==> src/rtl/mux41_rr_tx.sv <==
// mux41_rr_tx: four-channel round-robin merge onto one registered output
// slot. Each word is tagged with its source channel in s, so a downstream
// 1x4 demux can route y back out to the matching port.
module mux41_rr_tx #(
  parameter int WIDTH = 8
) (
  input  logic             clk,
  input  logic             rst_n,
  input  logic [WIDTH-1:0] d0,
  input  logic [WIDTH-1:0] d1,
  input  logic [WIDTH-1:0] d2,
  input  logic [WIDTH-1:0] d3,
  input  logic             v0,
  input  logic             v1,
  input  logic             v2,
  input  logic             v3,
  output logic             r0,
  output logic             r1,
  output logic             r2,
  output logic             r3,
  output logic [WIDTH-1:0] y,
  output logic [1:0]       s,
  output logic             y_valid,
  input  logic             y_ready
);

  localparam int NUM_CH = 4;

  logic [NUM_CH-1:0]            vld;
  logic [NUM_CH-1:0][WIDTH-1:0] dat;
  logic [NUM_CH-1:0]            rdy;
  logic [1:0]                   ptr;
  logic                         load_en;
  logic                         gnt_any;
  logic [1:0]                   gnt_idx;
  logic [1:0]                   idx;

  assign vld = {v3, v2, v1, v0};
  assign dat = {d3, d2, d1, d0};

  // The slot can take a new word when empty or when its current word drains
  // this cycle, so drain and refill share one edge with no bubble.
  assign load_en = !y_valid || y_ready;

  // Search from the pointer upward (mod 4); first valid channel wins.
  always_comb begin
    gnt_any = 1'b0;
    gnt_idx = ptr;
    idx     = ptr;
    for (int i = 0; i < NUM_CH; i++) begin
      idx = ptr + 2'(i);
      if (!gnt_any && vld[idx]) begin
        gnt_any = 1'b1;
        gnt_idx = idx;
      end
    end
  end

  // One-hot ready; held low during reset so no source sees a phantom accept.
  for (genvar k = 0; k < NUM_CH; k++) begin : g_rdy
    assign rdy[k] = rst_n && load_en && gnt_any && (gnt_idx == 2'(k));
  end

  assign {r3, r2, r1, r0} = rdy;

  // Output slot and pointer; everything holds while stalled.
  always_ff @(posedge clk or negedge rst_n) begin
    if (!rst_n) begin
      y       <= '0;
      s       <= 2'b00;
      y_valid <= 1'b0;
      ptr     <= 2'b00;
    end else if (load_en) begin
      if (gnt_any) begin
        y       <= dat[gnt_idx];
        s       <= gnt_idx;
        y_valid <= 1'b1;
        ptr     <= gnt_idx + 2'd1;
      end else begin
        y_valid <= 1'b0;
      end
    end
  end

endmodule

==> config.mk <==
export PLATFORM = sky130hd
export DESIGN_NAME = mux41_rr_tx
export DESIGN_NICKNAME = d
export VERILOG_FILES = /design/src/rtl/mux41_rr_tx.sv
export SDC_FILE = /design/constraint.sdc
export NUM_CORES = 1
export LEC_CHECK = 0
export ABC_AREA = 1
export BUFFER_PORTS_ARGS = -buffer_cell sky130_fd_sc_hd__buf_2
export CAP_MARGIN = 10
export CELL_PAD_IN_SITES_DETAIL_PLACEMENT = 1
export CELL_PAD_IN_SITES_GLOBAL_PLACEMENT = 1
export CORE_MARGIN = 2
export CORE_UTILIZATION = 37
export CTS_BUF_LIST = sky130_fd_sc_hd__clkbuf_4 sky130_fd_sc_hd__clkbuf_8
export CTS_CLUSTER_DIAMETER = 100
export CTS_CLUSTER_SIZE = 28
export DETAILED_ROUTE_END_ITERATION = 6
export PLACE_DENSITY = 0.92
export REMOVE_ABC_BUFFERS = 1
export SYNTH_ARGS = -nofsm -noshare
export SYNTH_HDL_FRONTEND = slang
export SYNTH_SLANG_ARGS = --single-unit
==> constraint.sdc <==
create_clock -name clk -period 3.71 [get_ports clk]
set_input_delay 0.5565 -clock clk [delete_from_list [all_inputs] [get_ports clk]]
set_output_delay 0.5565 -clock clk [all_outputs]
set_load 0.01 [all_outputs]
# After elaboration in Yosys (flattened, before gate mapping)
# Index checks and enable logic that the tools add are counted.
# Widths: inputs -> output; s select.
# totals
register_bits,13
latchBits,0
ramBits,0
mem_bits_ro,0
input_bits,39
output_inout_bits,15
elab_cells,50
mem_count,0
# classes
add_sub_neg,4
n_mul,0
n_div,0
magnitude_cmp,5
eq_ne,3
n_shift,0
n_mux,18
bitwise_logic,0
n_reduce_logical,16
# ops
op,count
$bmux 8 s2,1
$lt 2x3->1 const B,5
$logic_and 1x1->1,9
$mux 1,9
$bmux 1 s2,4
$mux 8,1
$mux 2,3
$add 2x1->2 const B,2
$add 2x2->2 const B,2
$eq 2x2->1 const B,2
$logic_not 1->1,4
$eq 2x1->1 const B,1
$logic_not 2->1,1
$reduce_and 2->1,1
$logic_or 1x1->1,1

# Logic depth before layout (Yosys ltp)
# Gate-level depths: netlist (run 1).
# depth
word_depth,14
depth_mapped,17
ltp_nobuf,15

# Worst setup path before layout (run 1)
# OpenSTA, ideal clock, no wires.
# synth_path
path_kind,register -> output
start,reg ptr[1]
end,out r2
t_arrival_ps,1678
required_time_ps,3154
setup_slack_ps,1475
path_stages_with_launch,12
n_path_buf,2
path_cell_list,dfrtp_1 buf_4 inv_4 nand2_1 nand2_2 nand2_1 nand2_2 nand4_4 nand3_1 nand2_1 buf_6 nor3_1
# synth_via
elab_chain_cells,14
word_cells_on_any_way,27
cone_classes,add/sub: 3; eq/ne: 1; mux: 15; reduce/logical: 8
# synth_lines
element,line,text
start: declaration,32,logic [1:0] ptr;
start signal: assignment,78,ptr <= gnt_idx + 2'd1;
"parallel branches: the longest is 13 deep, another holds $add 2x1->2",n/a,
$logic_and 1x1->1 *,61,assign rdy[k] = rst_n && load_en && gnt_any && (gnt_idx == 2'(k));
end: declaration,19,"output logic r2,"
# Every way passes the cells marked *. The select of a mux whose other input is x is not followed.

# Worst setup path in the final report (run 1)
# layout_path
start,reg ptr[0]
end,out r2
# The elaborated chain is that of the path after synthesis.

==> out/summary.txt, run 1 <==
Outcome -> completed
Largest family of logic cells by synthesized area -> simple AND/OR/NAND/NOR gates
Router iterations before antenna repair -> 4
Clk sinks -> 13
Unrepaired setup endpoints after global routing -> false
Initial core utilization -> 38.8%
Slew HR -> 67.0%
Data arrival time at the worst-slack endpoint -> 2780 ps
1st-iter DRT viols -> 108
DRC errors left -> 0
Crit. End Element -> primary output
Critical Path Start Type -> flop
GRT overflow -> 0
Part of the power in registers -> 15.6%
Pleak -> 1.02 nW
Synth Area in XOR/XNOR -> 0%
Top-level port count -> 54
Critical R2R Capture -> y[3]$_DFFE_PN0P_
Pin count of the biggest net entering global routing -> 18
Rows -> 22
Routed vias -> 1605
Sum Neg Setup Slack -> 0 ps
Crit path time final -> 3330 ps
Crit path kind -> flop to primary output
Vias per cell -> 5.03
Worst-path clk slew -> 50 ps
Crit. Startpoint -> ptr[0]$_DFFE_PN0P_
Antenna diodes -> 0
Mux contribution to synthesized area -> 0%
CP endpoint -> r2
Switching power -> 1.16 mW
CTS resizes -> 0
Worst Tran Pin Value -> 494 ps
IO buf count -> 53
Worst skew pair latency -> 240 ps
Total die area -> 4410 um2
Reg-to-reg setup timing slack -> 1130 ps
Synth-to-layout area growth -> 18.8%
Max_cap viols -> 0
Simple-Gate Fraction of Synth Area -> 65.0%
First-pass GRT wire length -> 7310 um
Comb pwr share -> 77.4%
Clk buf depth -> 2
Critical path peak fanout -> 14
Global Route Usage Sum -> 21.2%
Power per Cell Area -> 1120 nW/um2
Highest Clock Rate -> 300 MHz
Final-report max-slew violation count -> 0
ANT nets after route -> 0
Commonest non-fill, non-tap cells in the layout -> nand2_1 (113), buf_2 (53), nand3_1 (36)
Clk pwr share -> 7.0%
Post-synthesis cell type count -> 24
Power after layout -> 1.92 mW
Register area -> 325 um2
Filler cell count -> 536
H-tree depth -> 1
Int Pwr -> 0.755 mW
Synth Area in Adders -> 0%
Setup ws final -> 377 ps
Worst hold slack -> 197 ps
Final hold vios -> 0
DP Wirelength -> 3350 um
Chip Height -> 66.4 um
Syn Inst Count -> 224
Core ar. -> 3720 um2
Compound-Gate Fraction of Synth Area -> 1.82%
Period utilization -> 89.8%
Place WS -> 599 ps
HP Class -> input port to async pin
Clock skew -> 0.527 ps
Mapped Avg Cell Area -> 6.44 um2
Post-CTS Hold Buffers -> 0
Post-Syn Area -> 1440 um2
TritonCTS Buffers -> 3
Synth warnings -> 0
Reg-to-reg critical path startpoint -> ptr[0]$_DFFE_PN0P_
Number of global-route vias before repair -> 1573
Antenna violations before repair -> 0
Layout cells sized above 1 -> 33.2%
Critical Path RT -> 3150 ps
Routed WL -> 4420 um
CTS tree -> yes
Die width -> 66.4 um
Max VDD drop -> 0.000380 V
Final net count -> 311
CTS root buf -> clkbuf_8
R2R depth -> 13
Area occupied by multi-input gates -> 971 um2
Final Setup Violations -> 0
Register area share after synthesis -> 22.5%
#FFs+latches synth -> 13
Switching share of power -> 60.6%
DR WL/cell -> 13.9 um
Final RePlAce weighted congestion -> 0.843
Commonest non-fill, non-tap cell in the layout -> nand2_1
Post-CTS setup buffer count -> 0
worst min path at each step:
stage | slack, ps | endpoint | start
after floorplan | 260 | ptr[0]$_DFFE_PN0P_ | rst_n
after global placement | 460 | y_valid$_DFFE_PN0N_ | rst_n
after detailed placement | 460 | s[0]$_DFFE_PN0P_ | rst_n
after CTS | 200 | ptr[1]$_DFFE_PN0P_ | rst_n
after global routing | 220 | s[0]$_DFFE_PN0P_ | rst_n
final | 200 | s[0]$_DFFE_PN0P_ | rst_n
per-layer routing:
metal | vias to the layer above | global-route usage, % | share of wire [%]
met5 | - | 0 | 0
met4 | 0 | 4.85 | 0.88
met3 | 5 | 1.02 | 2.6
met2 | 35 | 36.8 | 49
met1 | 752 | 28.8 | 47
li1 | 813 | - | -
power groups by stage:
stage	clock network (mW)	logic, mW	registers [mW]
4_1_cts	0.133	1.47	0.297
2_1_floorplan	0	1.05	0.312
6_report	0.133	1.48	0.299
5_1_grt	0.140	1.68	0.309
3_3_place_gp	0	1.41	0.296
3_5_place_dp	0	1.45	0.298
registers in the layout, indices dropped and copies added, names as in the netlist:
| name | flops |
|---|---|
| s | 2 |
| y_valid | 1 |
| ptr | 2 |
| y | 8 |
Yosys cell counts (all sizes together):
master / n / area, um2
nor2: 7 / 33.8
inv: 10 / 40.1
buf: 9 / 96.3
nand4: 3 / 55.1
nor3: 2 / 10.0
clkinv: 1 / 3.75
nand2: 124 / 518
nand3: 50 / 320
o21bai: 1 / 7.51
o21ai: 3 / 18.8
dfrtp: 13 / 325
clkbuf: 1 / 13.8
cells by family (layout without fill, tap and decap cells):
group | count (synthesis) | count (layout)
compound gates | 4 | 4
buf+inv | 21 | 68
flops | 13 | 13
simple gates | 186 | 186
per-stage QoR:
| step | area (um2) | utilization, % | instances |
|---|---|---|---|
| final | 1710 | 46.1 | 319 |
| after global placement | 1660 | 44.6 | 315 |
| after floorplan | 1330 | - | 214 |
| after CTS | 1710 | 45.9 | 319 |
| after global routing | 1710 | 46.1 | 319 |
| after detailed placement | 1660 | 44.6 | 315 |
area by class of cell:
class | count | area share (%)
Clock buffer | 4 | 2.85
Tap cell | 48 | 3.50
Timing Repair Buffer | 53 | 15.5
Inverter | 11 | 2.55
Sequential cell | 13 | 19.0
Multi-Input combinational cell | 190 | 56.6
critical path, cell delays in order, from the launching register on:
cell     delay, ps
dfrtp_1        640
inv_2          260
nand2_1        140
nand2_2         90
nand2_1         80
nand2_2        110
nor2_4         160
nand2_1        110
o21ai_4        320
inv_2          190
nand2_1        180
nor3_1          80
buf_2          160
(Power assumes the default switching activity.)
==> inputs of run 2 (changes only) <==
Settings changed: CORE_UTILIZATION 37 to 36, CTS_BUF_LIST sky130_fd_sc_hd__clkbuf_4 sky130_fd_sc_hd__clkbuf_8 to unset, PLACE_DENSITY 0.92 to 0.9.
==> run 2 against run 1 <==
Global-route usage decreased by 1.9 points. Largest power group unchanged. Clock skew increased by 1.6 ps. Largest cell class unchanged. Clock-buffer cell count unchanged. Hold slack improved by 1.2 ps. Combinational power about the same. Flip-flop and latch count unchanged. Worst setup slack improved by 27 ps. First-iteration DRC count decreased by 16%. Maximum frequency increased by 0.82%. Critical path type unchanged.
==> out/summary.txt, run 2 (synthesis results as in run 1) <==
Max reg flops -> 8 (unchanged)
Antenna diodes -> 0 (unchanged)
Reg-to-reg setup timing slack -> 1170 ps (was 1130 ps)
CTS root buf -> clkbuf_8 (unchanged)
Max stage delay cell, worst path -> dfrtp_1 (unchanged)
Sum Neg Setup Slack -> 0 ps (unchanged)
Critical Path RT -> 3150 ps (about the same)
Chip Height -> 67.3 um (was 66.4 um)
Commonest non-fill, non-tap cell in the layout -> nand2_1 (unchanged)
CTS resizes -> 0 (unchanged)
Routed WL -> 4280 um (was 4420 um)
Final Setup Violations -> 0 (unchanged)
TritonCTS Buffers -> 3 (unchanged)
Critical-path cell list -> inv_2, nand2_1, nand2_2, nand2_1, nand2_2, nor2_4, nand4_4, nand2_1, inv_1, nor3_1, buf_2 (was inv_2, nand2_1, nand2_2, nand2_1, nand2_2, nor2_4, nand2_1, o21ai_4, inv_2, nand2_1, nor3_1, buf_2)
Critical Path Start Type -> flop (unchanged)
Data arrival time at the worst-slack endpoint -> 2750 ps (was 2780 ps)
Commonest non-fill, non-tap cells in the layout -> nand2_1 (113), buf_2 (53), nand3_1 (36) (unchanged)
Pin count of the biggest net entering global routing -> 18 (unchanged)
Number of global-route vias before repair -> 1491 (was 1573)
Post-CTS setup buffer count -> 0 (unchanged)
Power per Cell Area -> 1120 nW/um2 (about the same)
Core ar. -> 3910 um2 (was 3720 um2)
Setup ws final -> 404 ps (was 377 ps)
DRC errors left -> 0 (unchanged)
Biggest register -> y (unchanged)
Crit. End Element -> primary output (unchanged)
Rows -> 23 (was 22)
Crit path time final -> 3310 ps (was 3330 ps)
Comb pwr share -> 78.0% (was 77.4%)
Die width -> 67.3 um (was 66.4 um)
Unrepaired setup endpoints after global routing -> false (unchanged)
Reg-to-reg critical path startpoint -> ptr[0]$_DFFE_PN0P_ (unchanged)
Final hold vios -> 0 (unchanged)
CTS tree -> yes (unchanged)
Routed vias -> 1621 (was 1605)
IO buf count -> 53 (unchanged)
Outcome -> completed (unchanged)
H-tree depth -> 1 (unchanged)
Top Registers -> y x8, ptr x2, s x2 (unchanged)
Highest Clock Rate -> 302 MHz (was 300 MHz)
Worst path max stage delay -> 650 ps (was 640 ps)
HP Class -> input port to async pin (unchanged)
Router iterations before antenna repair -> 4 (unchanged)
DR WL/cell -> 13.3 um (was 13.9 um)
Global Route Usage Sum -> 19.3% (was 21.2%)
Period utilization -> 89.1% (was 89.8%)
GRT overflow -> 0 (unchanged)
Int Pwr -> 0.753 mW (was 0.755 mW)
Part of the power in registers -> 15.5% (was 15.6%)
Clk sinks -> 13 (unchanged)
Critical R2R Capture -> y[2]$_DFFE_PN0P_ (was y[3]$_DFFE_PN0P_)
Max_cap viols -> 0 (unchanged)
Clock skew -> 2.16 ps (was 0.527 ps)
Final-report max-slew violation count -> 0 (unchanged)
Final net count -> 312 (was 311)
Initial core utilization -> 36.9% (was 38.8%)
Switching share of power -> 60.6% (about the same)
First-pass GRT wire length -> 6730 um (was 7310 um)
Clk buf depth -> 2 (unchanged)
Final RePlAce weighted congestion -> 0.821 (was 0.843)
Crit path top cell by count -> nand2_1 (unchanged)
Worst skew pair latency -> 240 ps (about the same)
Antenna violations before repair -> 0 (unchanged)
Switching power -> 1.16 mW (about the same)
Layout cells sized above 1 -> 33.1% (was 33.2%)
Crit path max-delay family -> simple AND/OR/NAND/NOR gates (unchanged)
Critical path peak fanout -> 17 (was 14)
Worst-path clk slew -> 50 ps (about the same)
Total die area -> 4530 um2 (was 4410 um2)
1st-iter DRT viols -> 91 (was 108)
Clk pwr share -> 6.5% (was 7.0%)
Max VDD drop -> 0.000474 V (was 0.000380 V)
DP Wirelength -> 3230 um (was 3350 um)
Slew HR -> 66.9% (was 67.0%)
Buffers and inverters on the worst path -> 3 (unchanged)
R2R depth -> 13 (unchanged)
Vias per cell -> 5.03 (about the same)
Pleak -> 1.02 nW (about the same)
Post-CTS Hold Buffers -> 0 (unchanged)
Top-level port count -> 54 (unchanged)
Synth-to-layout area growth -> 18.7% (was 18.8%)
ANT nets after route -> 0 (unchanged)
Worst Tran Pin Value -> 497 ps (was 494 ps)
Crit path kind -> flop to primary output (unchanged)
Place WS -> 656 ps (was 599 ps)
## run 2: stage by stage
stage	power [mW]	hold WS (ps)	area (um2)	cells	util, %
finish	1.91	198	1710	322	43.8
CTS	1.93	205	1710	322	43.8
detailed placement	1.77	460	1670	318	42.6
global placement	1.71	459	1670	318	42.6
global route	2.13	212	1710	322	43.8
floorplan	1.36	261	1330	214	-
## run 2: per-layer routing
metal | track usage [%] | wire, um | up-vias
met5 | 0 | 0 | -
met4 | 4.59 | 40 | 0
met3 | 1.83 | 168 | 6
met2 | 33.5 | 2170 | 44
met1 | 25.6 | 1890 | 760
li1 | - | - | 811
## run 2: power groups by stage
stage          Sequential, mW  Clock, mW  Combinational [mW]
2_1_floorplan           0.312          0                1.05
5_1_grt                 0.307      0.133                1.69
3_3_place_gp            0.293          0                1.41
6_report                0.297      0.124                1.49
3_5_place_dp            0.297          0                1.47
4_1_cts                 0.298      0.126                1.50
## run 2: final cells by class
| type | instances | area (um2) |
|---|---|---|
| inverters | 11 | 43.8 |
| repair buffers | 54 | 273 |
| clock buffers | 4 | 45.0 |
| well taps | 50 | 62.6 |
| fillers | 568 | 2200 |
| flip-flops and latches | 13 | 325 |
| multi-input cells | 190 | 963 |
## run 2: how the worst max path moves through the flow
stage	from	to	slack, ps	cells after the start
after floorplan	ptr[0]$_DFFE_PN0P_	r1	1090	10
after global placement	ptr[0]$_DFFE_PN0P_	r1	820	11
after detailed placement	ptr[0]$_DFFE_PN0P_	r1	660	11
after CTS	ptr[0]$_DFFE_PN0P_	r1	380	11
after global routing	ptr[0]$_DFFE_PN0P_	r1	110	11
final	ptr[0]$_DFFE_PN0P_	r1	400	11
==> inputs of run 3 (changes only) <==
Settings changed: CORE_UTILIZATION 36 to 35, PLACE_DENSITY 0.9 to unset, PLACE_DENSITY_LB_ADDON set to 0.15.
==> run 3 against run 2 <==
First-iteration DRC count shrank 53%. Global-route usage grew 0.39 points. Clock skew grew 2.6 ps. Maximum frequency shrank 0.32%. Die area grew 2.7%. Wire length shrank 0.84%. Sequential share of layout area shrank 0.083 points. Clock-buffer cell count is the same. Flip-flop and latch count is the same. Via count shrank 1.1%. Clock power is essentially flat. Sequential power is essentially flat. Critical endpoint unchanged. Largest power group unchanged. Highest routed layer unchanged.
==> out/summary.txt, run 3 (synthesis results as in run 1) <==
Max VDD drop -> 0.000288 V (was 0.000474 V)
Critical path peak fanout -> 17 (unchanged)
Sum Neg Setup Slack -> 0 ps (unchanged)
Biggest register -> y (unchanged)
Final net count -> 313 (was 312)
Filler cell count -> 567 (was 568)
Post-CTS Hold Buffers -> 0 (unchanged)
CTS root buf -> clkbuf_8 (unchanged)
Highest Clock Rate -> 302 MHz (about the same)
Chip Height -> 68.2 um (was 67.3 um)
DP Wirelength -> 3310 um (was 3230 um)
Final Setup Violations -> 0 (unchanged)
DR WL/cell -> 13.1 um (was 13.3 um)
CTS tree -> yes (unchanged)
Final-report max-slew violation count -> 0 (unchanged)
Worst skew pair latency -> 250 ps (was 240 ps)
ANT nets after route -> 0 (unchanged)
Worst Tran Pin Value -> 487 ps (was 497 ps)
Data arrival time at the worst-slack endpoint -> 2760 ps (was 2750 ps)
CTS resizes -> 0 (unchanged)
First-pass GRT wire length -> 6930 um (was 6730 um)
Core ar. -> 3970 um2 (was 3910 um2)
Layout cells sized above 1 -> 33.3% (was 33.1%)
HP Class -> input port to async pin (unchanged)
Routed WL -> 4240 um (was 4280 um)
Initial core utilization -> 36.3% (was 36.9%)
Place WS -> 622 ps (was 656 ps)
Antenna diodes -> 0 (unchanged)
Top-level port count -> 54 (unchanged)
Slew HR -> 67.5% (was 66.9%)
GRT overflow -> 0 (unchanged)
Crit path time final -> 3320 ps (was 3310 ps)
Share of the core filled with cells -> 43.3% (was 43.8%)
Clock skew -> 4.74 ps (was 2.16 ps)
Final hold vios -> 0 (unchanged)
Max reg flops -> 8 (unchanged)
Die width -> 68.2 um (was 67.3 um)
Total die area -> 4650 um2 (was 4530 um2)
Unrepaired setup endpoints after global routing -> false (unchanged)
Routed vias -> 1603 (was 1621)
Antenna violations before repair -> 0 (unchanged)
Clk sinks -> 13 (unchanged)
Commonest non-fill, non-tap cells in the layout -> nand2_1 (113), buf_2 (53), nand3_1 (36) (unchanged)
1st-iter DRT viols -> 43 (was 91)
Critical Path RT -> 3150 ps (about the same)
Area after DPL -> 1680 um2 (was 1670 um2)
Fin area -> 1720 um2 (was 1710 um2)
Post-CTS setup buffer count -> 0 (unchanged)
Synth-to-layout area growth -> 19.3% (was 18.7%)
Crit path kind -> flop to primary output (unchanged)
Router iterations before antenna repair -> 4 (unchanged)
Global Route Usage Sum -> 19.7% (was 19.3%)
Commonest non-fill, non-tap cell in the layout -> nand2_1 (unchanged)
Setup ws final -> 393 ps (was 404 ps)
Final RePlAce weighted congestion -> 0.812 (was 0.821)
Clk buf depth -> 2 (unchanged)
Max_cap viols -> 0 (unchanged)
Crit. End Element -> primary output (unchanged)
Outcome -> completed (unchanged)
TritonCTS Buffers -> 3 (unchanged)
Worst hold slack -> 197 ps (was 198 ps)
Power per Cell Area -> 1100 nW/um2 (was 1120 nW/um2)
IO buf count -> 53 (unchanged)
Rows -> 23 (unchanged)
Number of global-route vias before repair -> 1530 (was 1491)
Pin count of the biggest net entering global routing -> 18 (unchanged)
DRC errors left -> 0 (unchanged)
Critical Path Start Type -> flop (unchanged)
Vias per cell -> 4.96 (was 5.03)
Worst-path clk slew -> 60 ps (was 50 ps)
H-tree depth -> 1 (unchanged)
Pleak -> 1.02 nW (about the same)
Period utilization -> 89.4% (was 89.1%)
Top Registers -> y x8, ptr x2, s x2 (unchanged)
## run 3: changes by cell type in the layout (fill, tap and decap cells not counted)
cell | before | now
buf_4 | 1 | 2
## run 3: metal layers
layer	GRT usage [%]	vias to the layer above	part of all wire (%)
met3	4.11	4	7.4
li1	-	816	-
met5	0	-	0
met1	25.7	735	46
met4	5.75	0	1.2
met2	32.5	48	46
## run 3: cell type report
cell class	instances	area (um2)	share of cell area (%)
multi-input cells	190	963	56.0
flip-flops and latches	13	325	18.9
repair buffers	55	280	16.3
well taps	50	62.6	3.64
clock buffers	4	45.0	2.62
inverters	11	43.8	2.55
## run 3: report_power, final
group,internal (mW),switching (mW),leakage (nW)
Sequential,0.221,0.0767,0.157
Clock,0.0759,0.0512,0.0228
Combinational,0.472,0.991,0.840
Total,0.769,1.12,1.02
## run 3: path summary, 6_finish.rpt
| path | startpoint | endpoint | slack [ps] | cells after the start |
|---|---|---|---|---|
| worst max-delay path | ptr[0]$_DFFE_PN0P_ | r1 | 390 | 11 |
| worst min-delay path | rst_n | s[1]$_DFFE_PN0P_ | 200 | 1 |
| worst max register to register | ptr[0]$_DFFE_PN0P_ | y[4]$_DFFE_PN0P_ | 1170 | 13 |
| worst min register to register | y[7]$_DFFE_PN0P_ | y[7]$_DFFE_PN0P_ | 480 | 2 |
| max in group asynchronous | rst_n | y[4]$_DFFE_PN0P_ | 3270 | 1 |
| min in group clk | y[7]$_DFFE_PN0P_ | y[7]$_DFFE_PN0P_ | 480 | 2 |
## run 3: critical path, cell delays in order, from the launching register on
cell and delay, ps:
dfrtp_1 640, inv_2 260, nand2_1 130, nand2_2 100
nand2_1 90, nand2_2 110, nor2_4 160, nand4_4 300
nand2_1 260, inv_1 80, nor3_1 210, buf_2 170
## run 3: stage by stage
stage / std cells / power, mW
floorplan: 214 / 1.36
global placement: 319 / 1.76
detailed placement: 319 / 1.79
CTS: 323 / 1.92
global route: 323 / 2.13
finish: 323 / 1.89
